**config.mk**
```make
export PLATFORM = sky130hd
export DESIGN_NAME = pipe_draw_scheduler
export DESIGN_NICKNAME = d
export VERILOG_FILES = /design/src/rtl/pipe_pkg.sv /design/src/rtl/pipe_slot_snapshot.sv /design/src/rtl/pipe_draw_scheduler.sv
export SDC_FILE = /design/constraint.sdc
export NUM_CORES = 1
export LEC_CHECK = 0
export BUFFER_PORTS_ARGS = -buffer_cell sky130_fd_sc_hd__clkbuf_2
export CORE_ASPECT_RATIO = 1.4
export CORE_MARGIN = 5
export CORE_UTILIZATION = 56
export CTS_CLUSTER_SIZE = 16
export DETAILED_ROUTE_END_ITERATION = 8
export PLACE_DENSITY_LB_ADDON = 0.25
export REMOVE_ABC_BUFFERS = 1
export SYNTH_ARGS = -nofsm -noshare
export SYNTH_HDL_FRONTEND = slang
export SYNTH_SLANG_ARGS = --single-unit
export TNS_END_PERCENT = 100
```
**constraint.sdc**
```tcl
create_clock -name clk -period 2.5 [get_ports clk]
set_input_delay 0.5 -clock clk [delete_from_list [all_inputs] [get_ports clk]]
set_output_delay 0.5 -clock clk [all_outputs]
set_load 0.05 [all_outputs]
```
**src/rtl/pipe_pkg.sv**
```systemverilog
// Shared types and constants for the pipe draw scheduler and its snapshot bank.
package pipe_pkg;

    localparam int COORD_W = 11;

    localparam logic COLOR_BG   = 1'b0;
    localparam logic COLOR_PIPE = 1'b1;

    typedef enum logic [2:0] {
        IDLE,
        LATCH,
        SEL,
        RUN,
        TAIL,
        FINISH
    } sched_state_t;

    typedef enum logic {
        ERASE,
        DRAW
    } pass_t;

endpackage

```
**src/rtl/pipe_slot_snapshot.sv**
```systemverilog
// Current/previous frame register banks for all pipe slots, plus the
// per-slot mux that feeds the scheduler the slot under consideration.
module pipe_slot_snapshot #(
    parameter int NUM_PIPES = 4,
    parameter int COORD_W   = 11,
    parameter int IDX_W     = $clog2(NUM_PIPES)
) (
    input  logic                         clk,
    input  logic                         reset,
    input  logic                         latch,
    input  logic [NUM_PIPES*COORD_W-1:0] pipe_x_flat,
    input  logic [NUM_PIPES*COORD_W-1:0] pipe_y_flat,
    input  logic [NUM_PIPES-1:0]         pipe_valid,
    input  pipe_pkg::pass_t              pass,
    input  logic [IDX_W-1:0]             idx,
    output logic [COORD_W-1:0]           sel_x,
    output logic [COORD_W-1:0]           sel_y,
    output logic                         sel_valid
);
    import pipe_pkg::*;

    logic [NUM_PIPES*COORD_W-1:0] cur_x;
    logic [NUM_PIPES*COORD_W-1:0] cur_y;
    logic [NUM_PIPES*COORD_W-1:0] prev_x;
    logic [NUM_PIPES*COORD_W-1:0] prev_y;
    logic [NUM_PIPES-1:0]         cur_valid;
    logic [NUM_PIPES-1:0]         prev_valid;

    // The erase pass must target exactly what was drawn last frame, so the
    // outgoing snapshot moves to prev at the same edge the new one is taken.
    always_ff @(posedge clk or negedge reset) begin
        if (!reset) begin
            cur_x      <= '0;
            cur_y      <= '0;
            prev_x     <= '0;
            prev_y     <= '0;
            cur_valid  <= '0;
            prev_valid <= '0;
        end else if (latch) begin
            prev_x     <= cur_x;
            prev_y     <= cur_y;
            prev_valid <= cur_valid;
            cur_x      <= pipe_x_flat;
            cur_y      <= pipe_y_flat;
            cur_valid  <= pipe_valid;
        end
    end

    always_comb begin
        if (pass == DRAW) begin
            sel_x     = cur_x[idx*COORD_W +: COORD_W];
            sel_y     = cur_y[idx*COORD_W +: COORD_W];
            sel_valid = cur_valid[idx];
        end else begin
            sel_x     = prev_x[idx*COORD_W +: COORD_W];
            sel_y     = prev_y[idx*COORD_W +: COORD_W];
            sel_valid = prev_valid[idx];
        end
    end

endmodule

```
**src/rtl/pipe_draw_scheduler.sv**
```systemverilog
// Per-frame sequencer sharing one pipe drawer across all pipe slots: erase
// last frame's pipes, draw this frame's, and forward pixels to the framebuffer.
module pipe_draw_scheduler #(
    parameter int NUM_PIPES  = 4,
    parameter int COORD_W    = 11,
    parameter int DRAWER_LAT = 2
) (
    input  logic                         clk,
    input  logic                         reset,
    input  logic                         frame_start,
    input  logic [NUM_PIPES*COORD_W-1:0] pipe_x_flat,
    input  logic [NUM_PIPES*COORD_W-1:0] pipe_y_flat,
    input  logic [NUM_PIPES-1:0]         pipe_valid,
    output logic                         drw_enable,
    output logic [COORD_W-1:0]           drw_pipe_x,
    output logic [COORD_W-1:0]           drw_pipe_y,
    input  logic                         drw_done,
    input  logic [COORD_W-1:0]           drw_x,
    input  logic [COORD_W-1:0]           drw_y,
    output logic                         pixel_write,
    output logic [COORD_W-1:0]           pixel_x,
    output logic [COORD_W-1:0]           pixel_y,
    output logic                         pixel_color,
    output logic                         busy,
    output logic                         frame_done,
    output logic                         overrun
);
    import pipe_pkg::*;

    localparam int IDX_W = $clog2(NUM_PIPES);
    localparam int CNT_W = $clog2(DRAWER_LAT + 2);

    sched_state_t      state, state_n;
    pass_t             pass, pass_n;
    logic [IDX_W-1:0]  idx, idx_n;
    logic [CNT_W-1:0]  lat_cnt;
    logic              load_pipe;
    logic              last_slot;
    logic [COORD_W-1:0] sel_x, sel_y;
    logic              sel_valid;

    pipe_slot_snapshot #(
        .NUM_PIPES (NUM_PIPES),
        .COORD_W   (COORD_W),
        .IDX_W     (IDX_W)
    ) u_snapshot (
        .clk         (clk),
        .reset       (reset),
        .latch       (state == LATCH),
        .pipe_x_flat (pipe_x_flat),
        .pipe_y_flat (pipe_y_flat),
        .pipe_valid  (pipe_valid),
        .pass        (pass),
        .idx         (idx),
        .sel_x       (sel_x),
        .sel_y       (sel_y),
        .sel_valid   (sel_valid)
    );

    always_ff @(posedge clk or negedge reset) begin
        if (!reset) begin
            state      <= IDLE;
            pass       <= ERASE;
            idx        <= '0;
            lat_cnt    <= '0;
            drw_pipe_x <= '0;
            drw_pipe_y <= '0;
        end else begin
            state <= state_n;
            pass  <= pass_n;
            idx   <= idx_n;
            // Saturating count of RUN cycles; zero on the RUN entry cycle.
            if (state != RUN) begin
                lat_cnt <= '0;
            end else if (lat_cnt < CNT_W'(DRAWER_LAT)) begin
                lat_cnt <= lat_cnt + 1'b1;
            end
            if (load_pipe) begin
                drw_pipe_x <= sel_x;
                drw_pipe_y <= sel_y;
            end
        end
    end

    assign last_slot = (idx == IDX_W'(NUM_PIPES - 1));

    always_comb begin
        state_n   = state;
        pass_n    = pass;
        idx_n     = idx;
        load_pipe = 1'b0;
        case (state)
            IDLE: begin
                if (frame_start) state_n = LATCH;
            end
            LATCH: begin
                idx_n   = '0;
                pass_n  = ERASE;
                state_n = SEL;
            end
            SEL, TAIL: begin
                if (state == SEL && sel_valid) begin
                    load_pipe = 1'b1;
                    state_n   = RUN;
                end else if (!last_slot) begin
                    idx_n   = idx + 1'b1;
                    state_n = SEL;
                end else if (pass == ERASE) begin
                    pass_n  = DRAW;
                    idx_n   = '0;
                    state_n = SEL;
                end else begin
                    state_n = FINISH;
                end
            end
            RUN: begin
                if (drw_done) state_n = TAIL;
            end
            FINISH: begin
                state_n = IDLE;
            end
            default: begin
                state_n = IDLE;
            end
        endcase
    end

    // TAIL still writes: the drawer's last pixel lands one cycle after done.
    assign drw_enable  = (state == RUN);
    assign pixel_write = ((state == RUN) && (lat_cnt >= CNT_W'(DRAWER_LAT))) || (state == TAIL);
    assign pixel_x     = drw_x;
    assign pixel_y     = drw_y;
    assign pixel_color = (pass == DRAW) ? COLOR_PIPE : COLOR_BG;
    assign busy        = (state != IDLE);
    assign frame_done  = (state == FINISH);
    assign overrun     = frame_start && (state != IDLE);

endmodule

```
# Yosys cells after proc, flatten, opt, wreduce, memory -nomap -nowiden
# Cells that the tools add are included.
dict set report word_totals {
  regBits 214
  input_bits 118
  output_inout_bits 50
  word_cells 71
}
dict set report classes {
  add_sub_neg 2
  mul 1
  magnitude_cmp 3
  n_eq_ne 12
  n_shift 4
  n_mux 25
  reduce_logical 12
}
# cell n
set ops {}
lappend ops {{$shiftx A44 B7 Y11} 4}
lappend ops {{$mux W11} 2}
lappend ops {{$mux W3} 5}
lappend ops {{$pmux W3 S4} 1}
lappend ops {{$mux W2} 5}
lappend ops {{$mux W1} 8}
lappend ops {{$eq A3 B2 Y1 const B} 2}
lappend ops {{$eq A3 B3 Y1 const B} 2}
lappend ops {{$mul A2 B4 Y6 const B} 1}
lappend ops {{$ne A2 B2 Y1 const B} 3}
lappend ops {{$reduce_and A3 Y1} 2}
lappend ops {{$add A2 B1 Y2 const B} 2}
lappend ops {{$bmux W1 S2} 2}
lappend ops {{$pmux W2 S2} 1}
lappend ops {{$reduce_bool A2 Y1} 2}
lappend ops {{$eq A3 B1 Y1 const B} 1}
lappend ops {{$logic_and A1 B1 Y1} 3}
lappend ops {{$logic_not A3 Y1} 1}
lappend ops {{$lt A2 B3 Y1 const B} 1}
lappend ops {{$ne A3 B2 Y1 const B} 1}
lappend ops {{$ne A3 B3 Y1 const B} 1}
lappend ops {{$reduce_bool A3 Y1} 1}
lappend ops {{$eq A2 B2 Y1 const B} 1}
lappend ops {{$ge A2 B2 Y1 const B} 1}
lappend ops {{other kinds (6)} 6}

# Logic depth before layout (Yosys ltp)
# Gate-level depths: netlist of the first run.
dict set report depth {
  word_depth 6
  ltp_mapped 7
  depth_no_buf 5
}

# By module
# A second synthesis of the first run with hierarchy kept.
dict set report unflattened {
  hier_cells 609
  area_unflattened_um2 9995.8
}
# mod instances cells_each area_each_um2 seq_area_each_um2
set modules_own_cells {}
lappend modules_own_cells {pipe_slot_snapshot 1 470 8320.5 4604.4}
lappend modules_own_cells {pipe_draw_scheduler 1 139 1675.4 750.7}

# Least setup slack after synthesis of the first run
# Ideal clock, no wire load.
dict set report synth_path {
  kind {register -> register}
  startpoint {reg pass}
  endpoint {reg drw_pipe_x[7]}
  setup_time_ns 0.125
  t_arrival_ns 2.073
  t_required_ns 2.375
  path_slack_ns 0.302
  stages_incl_launch_ff 5
  n_path_buf 1
  synth_period_minus_slack_ns 2.198
  path_cell_list {dfrtp_1 > buf_2 > mux4_2 > mux2_2 > mux2_2}
}
dict set report synth_via {
  elab_chain_len 4
  elab_cells_between_ends 5
  cone_classes {mux (4); reduce/logical (1)}
}
# item line_no
set synth_rtl {}
lappend synth_rtl {{from (decl)} pipe_draw_scheduler.sv:34} ;# pass_t pass, pass_n;
lappend synth_rtl {{from (signal assigned)} pipe_draw_scheduler.sv:70} ;# pass <= pass_n;
lappend synth_rtl {{$mux W1} pipe_slot_snapshot.sv:50} ;# if (pass == DRAW) begin
lappend synth_rtl {{$logic_and A1 B1 Y1} pipe_draw_scheduler.sv:102} ;# if (state == SEL && sel_valid) begin
lappend synth_rtl {{$mux W1} pipe_draw_scheduler.sv:102}
lappend synth_rtl {{$mux W1} pipe_draw_scheduler.sv:92} ;# case (state)
lappend synth_rtl {{to (signal assigned)} pipe_draw_scheduler.sv:79} ;# drw_pipe_x <= sel_x;
lappend synth_rtl {{to (decl)} pipe_draw_scheduler.sv:15} ;# output logic [COORD_W-1:0] drw_pipe_x,
# Parallel ways exist; a longest one is shown, timed or not.
# A chain may end at the register's enable or synchronous reset.

# Final worst setup path of the first run
dict set report layout_path {
  startpoint {reg state[2]}
  endpoint {out overrun}
}
dict set report layout_via {
  elab_chain_len 2
}
# item line_no
set layout_rtl {}
lappend layout_rtl {{from (decl)} pipe_draw_scheduler.sv:33} ;# sched_state_t state, state_n;
lappend layout_rtl {{from (signal assigned)} pipe_draw_scheduler.sv:69} ;# state <= state_n;
lappend layout_rtl {{$reduce_bool A3 Y1} pipe_draw_scheduler.sv:136} ;# assign overrun = frame_start && (state != IDLE);
lappend layout_rtl {{$logic_and A1 B1 Y1} pipe_draw_scheduler.sv:136}
lappend layout_rtl {{to (decl)} pipe_draw_scheduler.sv:26} ;# output logic overrun
# No other way between the ends.

==> results list, run 1 <==
- Across the run, the number of max-cap violations was 0.
* Switching fraction of total power: 36.4%
* Min-delay worst type: input port to flop
- The initial antenna violation count is 0.
* Data required time of the critical path: 2000 ps
* Cell taking the most area after synthesis: sky130_fd_sc_hd__dfrtp_1
- Setup violations remaining at the end of the flow were counted as 0.
* Via count: 6863
- After clock tree synthesis, the setup repair step added 0 buffers.
* Mapped Avg Cell Area: 9.86 µm²
* Overall Global Routing Usage: 20.8%
- Clock tree from TritonCTS: done
- Timing analysis after detailed placement gives a worst setup slack of 288 ps.
- Yosys mapped a number of flops with a built-in enable equal to 0.
- Cell area after placement: 10500 µm²
- In this run, the number of DRC markers left after iteration 0 of detailed routing was 363.
- Across all setup checks in the final design, the least slack found is 204 ps.
* Vias in the first global route: 7176
- RD Place Congestion: 0.763
- N_diodes: 0
* Library cells used by synthesis: 36
* Peak supply drop: 0.000767 V
- Post-layout minimum cycle time: 2300 ps
- Entering global routing, the biggest net connects 98 pins.
- Avg WL per Cell: 15.4 µm
- Drt via density: 5.17
* Max transition margin: 62.8%
- 168 I/O pins were placed.
- Counting along the longest clock path gives a buffer depth of 3.
- Number of buffers created by CTS: 21
* Post-Route Hold Slack: 193 ps
- Summing the areas of all compound-gate instances in the mapped netlist gives 1.10% of the synthesized area.
* Initial Utilization: 56.7%
* Crit-path slowest cell: sky130_fd_sc_hd__dfrtp_1
* Biggest area contributors in the synthesized netlist: sky130_fd_sc_hd__dfrtp_1, sky130_fd_sc_hd__nand2_1, sky130_fd_sc_hd__mux4_2
* Grt total ovfl: 0
- Standard cell core area: 17300 µm²
* H-tree depth: 1
- Count of final max-slew check failures: 0
- Dividing total power by cell area gives a power density of 1440 nW/µm².
- Largest stage delay on the critical path: 480 ps
- In the routed design, unresolved DRC markers number 0.
* Worst-case clock skew: 14.0 ps
- Outcome: complete, no violations
- Summing the areas of all xor and xnor instances in the mapped netlist gives 0.179% of the synthesized area.
* IO buf count: 123
* Die area: 20200 µm²
- Register bit count reported by yosys: 214
- Post-route standard cell area excluding fillers: 11300 µm²
- Setup Total Neg Slack: 0 ps
- After the last flow step, the layout net total stands at 1196.
- Worst setup SP type: flop
* Internal Pwr Total: 10.3 mW
* Final core utilization: 65.2%
* Worst setup path class: flop to output port
* Share of total power in the clock network: 20.7%
* Router iterations before antenna repair: 4
- Global-route wire length before repair: 34800 µm
- The die is 166 µm tall.
- The worst setup path is captured at an output port.
- Post-detail-place hpwl: 13300 µm
- Number of standard cells in the final layout excluding fillers: 1327
- Derived from the worst setup path, the maximum achievable clock frequency is 0.436 GHz.
* RSZ-0062 raised after global routing: false
- Synth Cell Area: 9780 µm²
- Proportion of synthesized area in mux cells: 16.2%
- The analysis attributes to cell leakage a power of 5.89 nW.
* Die W: 122 µm
* Clock Sink Count: 214
- Critical-path cell list: or3_1 -> and2_1 -> clkbuf_2
- Arrival time reported for the critical path endpoint: 1800 ps
- Clock transition at path regs: 60 ps
* Switching Power: 5.90 mW
- Clock latency on the worst-skew pair, taken at its later pin, is 490 ps.
- After synthesis, the largest family of logic cells by area is simple AND/OR/NAND/NOR gates.
- At the pin with the least slew margin, the transition time is 558 ps.
- Root cell of the clock tree: sky130_fd_sc_hd__clkbuf_16
- The post-route netlist has 25.0% of its cells at a drive strength greater than 1.
- Placed instance count: 1288
- The synthesized design devotes to its leading area cell type 54.7% of total area.
- Total chip power: 16.2 mW
- In the finished design, the share of the clock period the worst path needs comes to 91.8%.
- Part of the power in combinational logic: 39.8%
- Critical path peak fanout: 9
* Rows: 57
- After technology mapping, the gate count stands at 992.
- Yosys printed 0 warnings.
* Most instantiated flip-flop cell in the synthesis netlist: sky130_fd_sc_hd__dfrtp_1
- Final hold vios: 0
- Signed area change from the synthesized netlist to the final layout: 15.1%
- Total Wirelength: 20400 µm
- ANT nets after route: 0
- Synth Area in Adders: 0.256%
- Sequential area share after synthesis: 54.7%
* Post-synthesis async set-or-reset flop share: 100%
- Synthesized-area fraction occupied by and/or/nand/nor cells: 22.7%
- Part of the power in registers: 39.5%
-- synth_stat cells (all sizes together), types with 2 or more instances --
cell	number
inv	6
mux2	46
nand2b	2
and2	2
o22ai	2
nor3	3
o21ai	4
ha	2
nor2	9
o31ai	2
clkbuf	27
nand2	560
dfrtp	214
a21oi	4
buf	53
mux4	45
or3	2
-- worst max-delay path, delay by kind of cell (launching register included) --
kind                   cells  cell delay (ps)
buffers and inverters      1              230
DFF                        1              480
and+or+nand+nor            2              600
-- flip-flops by register name, summed over array words and instances (netlist names) --
signal,flops
state,3
drw_pipe_y,11
u_snapshot.cur_y,44
u_snapshot.cur_valid,4
idx,2
u_snapshot.prev_y,44
u_snapshot.prev_valid,4
drw_pipe_x,11
lat_cnt,2
u_snapshot.cur_x,44
pass,1
u_snapshot.prev_x,44
-- layer usage --
layer / up-vias / share of wire [%] / GRT usage (%) / routed length, µm
li1: 3316 / - / - / -
met2: 147 / 50 / 34.6 / 10300
met4: 0 / 1.8 / 4.68 / 371
met3: 22 / 4.6 / 3.75 / 934
met5: - / 0 / 0 / 0
met1: 3378 / 43 / 28.9 / 8830
-- layout by cell type (no fill, tap or decap), drive strengths merged --
cell type      n
and2           2
mux2          46
dfrtp        214
a21oi          4
dlygate4sd3    1
nand2b         2
o211ai         1
o31a           1
o21ai          4
or3            2
o22ai          2
or3b           1
o221ai         1
inv            7
buf           17
a2bb2oi        1
clkbuf       154
mux2i          1
xor2           1
nor2b          1
ha             2
clkinv         3
bufinv         3
nor2           9
mux4          45
nand2        560
xnor2          1
o31ai          2
nor3           3
-- area by class of cell --
type                            count  area, µm²
Fill cell                        1437       6000
Sequential cell                   214       5360
Multi-Input combinational cell    692       3960
Timing Repair Buffer              141        875
Clock buffer                       31        633
Tap cell                          236        295
Clock inverter                      7        114
Inverter                            6       22.5
-- path summary, 6_finish.rpt --
path | from | endpoint | slack (ps) | cells after the start
min in group asynchronous | reset | u_snapshot.cur_y[40] | 500 | 2
min reg2reg | u_snapshot.prev_x[14] | u_snapshot.prev_x[14] | 470 | 2
min | pipe_y_flat[19] | u_snapshot.cur_y[19] | 190 | 3
max | state[2] | overrun | 200 | 3
max reg2reg | pass | drw_pipe_x[5] | 340 | 4
max in group asynchronous | reset | state[1] | 1210 | 3
-- power by group through the flow --
stage / combinational [mW] / clock [mW] / sequential (mW)
after detailed placement: 6.53 / 0 / 6.43
after floorplan: 4.13 / 0 / 6.79
after global routing: 7.16 / 3.58 / 6.61
after global placement: 6.29 / 0 / 6.40
final: 6.44 / 3.35 / 6.38
after CTS: 6.55 / 3.43 / 6.40
-- cell families (layout without fill, tap and decap cells) --
logic type,count (synthesis),after routing
simple gates,580,580
flops,214,214
mux,92,92
compound gates,16,16
xor+xnor,2,2
buf+inv,86,185
fa+ha+maj,2,2
-- repair_timing --
action                                 CTS  global route
endpoints found under the hold margin   40             0
hold buffers                             1             0
resized for setup                        0             1
setup endpoints to repair                0             1
No activity file was read; power rests on OpenSTA's default activity.
==> run 2: changes to the inputs <==
Settings changed: CORE_ASPECT_RATIO 1.4 to not set.
==> run 2 against run 1 <==
Net effect: critical path type unchanged; critical endpoint unchanged; cell count down 0.30%; non-clock buffer count rose by 6; the run now ends with hold timing left; register-to-register slack worse by 20 ps.
==> results list, run 2 (synthesis results as in run 1) <==
- The total wirelength of the detailed-routed design was 21400 µm (+4.5%).
- Antenna violations before repair: 0 (unchanged)
- Largest stage delay on the critical path: 470 ps (about the same)
- Cell area power density: 1450 nW/µm² (+0.71%)
- IO buf count: 123 (unchanged)
- Crit-path slowest cell: sky130_fd_sc_hd__dfrtp_1
- The overall power is 16.3 mW (+1.0%).
- The period utilization was 92.2% (+0.33 points).
* Die area: 20200 µm² (-0.19%)
* Setup Total Neg Slack: 0 ps (unchanged)
- Avg WL per Cell: 16.1 µm (+4.8%)
* Clock Sink Count: 214 (unchanged)
- Arrival time reported for the critical path endpoint: 1800 ps (about the same)
- Peak Freq: 0.434 GHz (-0.35%)
- Grt total ovfl: 0 (unchanged)
* Peak supply drop: 0.000718 V (-6.4%)
* Count of final max-slew check failures: 0 (unchanged)
- Global-route wire length before repair: 36100 µm (+3.6%)
- The leakage power summed over all cells was 5.92 nW (+0.57%).
* Height of the die: 142 µm (-15%)
- Setup repair after global routing left no endpoint under its margin.
- Leaving out fill and tap cells, the most frequent cell in the layout is sky130_fd_sc_hd__nand2_1.
- The critical path is of the flop to output port type.
- Post-route standard cell area excluding fillers: 11300 µm² (+0.33%)
- Standard cell core area: 17200 µm² (-0.13%)
- Final hold vios: 3 (+3)
- Maximum buffer depth of the clock tree: 3 (unchanged)
- The maximum fanout along the worst path is 9 (unchanged).
* Post-detail-place hpwl: 13900 µm (+5.0%)
- The clock insertion delay at the later pin of the skew report was 500 ps (about the same).
- Root cell of the clock tree: sky130_fd_sc_hd__clkbuf_16
* Post-layout minimum cycle time: 2300 ps (+8.18 ps)
- Number of max-cap violations: 0 (unchanged)
- Top Family by Delay on Critical Path: simple AND/OR/NAND/NOR gates
- The number of global-route vias before repair came to 7133 (-0.60%).
* Share of final-layout standard cells stronger than drive strength 1: 25.6% (+0.57 points)
- The count of hold-fix buffers inserted at cts is 0 (-1).
- The number of detailed-route iterations in the first pass came to 4 (unchanged).
- Worst setup SP type: flop
- RD Place Congestion: 0.759 (-0.55%)
* Critical-path cell list: or3_1 -> and2_1 -> clkbuf_2
- Via count: 6989 (+1.8%)
* ANT nets after route: 0 (unchanged)
- Clock tree from TritonCTS: done
- The post-CTS clock slew at the launch and capture registers of the worst setup and hold paths came to 60 ps (about the same).
- N_diodes: 0 (unchanged)
- Data required time of the critical path: 2000 ps (about the same)
- The number of nets in the layout came to 1204 (+0.67%).
- Outcome: finished, violations left
- Count of pins on the block boundary: 168 (unchanged)
* Final setup violating endpoints: 0 (unchanged)
- Highest-count cells in the layout ignoring fill and taps: sky130_fd_sc_hd__nand2_1, sky130_fd_sc_hd__dfrtp_1, sky130_fd_sc_hd__clkbuf_2, sky130_fd_sc_hd__mux4_2, sky130_fd_sc_hd__mux2_2
* Buf/Inv on CP: 1 (unchanged)
- The min-delay analysis places its worst path in the category input port to async pin.
* DRC violation count after routing: 0 (unchanged)
- The final reports fail on hold timing.
* Post-Route Hold Slack: -7.61 ps (-201 ps)
- The relative slew slack is 56.7% (-6.1 points).
- Overall Global Routing Usage: 22.0% (+1.2 points)
* Drt first-iter violations: 440 (+21%)
* Endpoint kind of the worst setup timing path: output port
* # fillers: 1307 (-9.0%)
- The slew at the pin closest to its max-slew limit was 649 ps (+91.4 ps).
- H-tree depth: 1 (unchanged)
* Rows: 48 (-16%)
- From synthesis to final layout, the design area changed by 15.5%.
- Largest net degree at the start of global routing: 87 (-11%)
- Worst-case clock skew: 10.2 ps (-3.80 ps)
- The initial cell density of the core came to 56.8% (+0.074 points).
* Number of buffers created by CTS: 23 (+9.5%)
- Die W: 142 µm (+17%)
- The placed instance area was 10500 µm² (+0.38%).
- The via density per instance is 5.28 (+2.1%).
==> run 2: cell types whose count changed in the layout (fill, tap and decap cells not counted) <==
cell / before / now
sky130_fd_sc_hd__buf_8: 0 / 1
sky130_fd_sc_hd__inv_6: 1 / 2
sky130_fd_sc_hd__buf_4: 8 / 15
sky130_fd_sc_hd__bufinv_16: 3 / 1
sky130_fd_sc_hd__clkbuf_16: 21 / 23
sky130_fd_sc_hd__dlygate4sd3_1: 1 / 0
sky130_fd_sc_hd__clkinv_2: 3 / 2
==> run 2: final cells by class <==
type | count | area (µm²) | area share [%]
Sequential cell | 214 | 5360 | 47.5
Multi-Input combinational cell | 692 | 3960 | 35.0
Timing Repair Buffer | 147 | 918 | 8.13
Clock buffer | 34 | 697 | 6.17
Tap cell | 225 | 282 | 2.49
Clock inverter | 5 | 57.6 | 0.510
Inverter | 6 | 22.5 | 0.199
==> run 2: power by group <==
group          total [mW]  leakage (nW)  switching (mW)  internal, mW
combinational        6.56          2.88            3.45          3.11
sequential           6.44          2.66            1.29          5.15
clock                3.35         0.376            1.32          2.02
==> run 2: layer usage <==
layer  global-route usage (%)  up-vias  share of wire, %
met5                        0        -                 0
met4                     5.20        0               2.1
met3                     4.20       35               5.8
met2                     34.4      177                47
met1                     32.4     3439                45
li1                         -     3338                 -
==> run 2: through the flow <==
stage	setup slack [ps]	util (%)	instances
detailed placement	285	61.1	1284
CTS	100	65.5	1323
floorplan	-7380	-	912
global placement	340	61.1	1284
global route	60.8	65.5	1323
finish	196	65.5	1323
==> run 2: worst paths after layout <==
kind                                  startpoint               endpoint  slack (ps)  cells after the start
setup reg to reg                            pass          drw_pipe_x[7]         320                      4
hold reg to reg            u_snapshot.prev_x[38]  u_snapshot.prev_x[38]         470                      2
min in group clk                 pipe_x_flat[38]   u_snapshot.cur_x[38]         180                      3
hold / removal                             reset    u_snapshot.cur_y[7]          -8                      1
setup / recovery                        state[2]                overrun         200                      3
max in group asynchronous                  reset   u_snapshot.cur_y[25]        1820                      2
==> run 2: repair_timing <==
action                                  4_1_cts  5_1_grt
gates resized for setup                       0        1
endpoints found under the setup margin        0        1
buffers inserted                              0        0
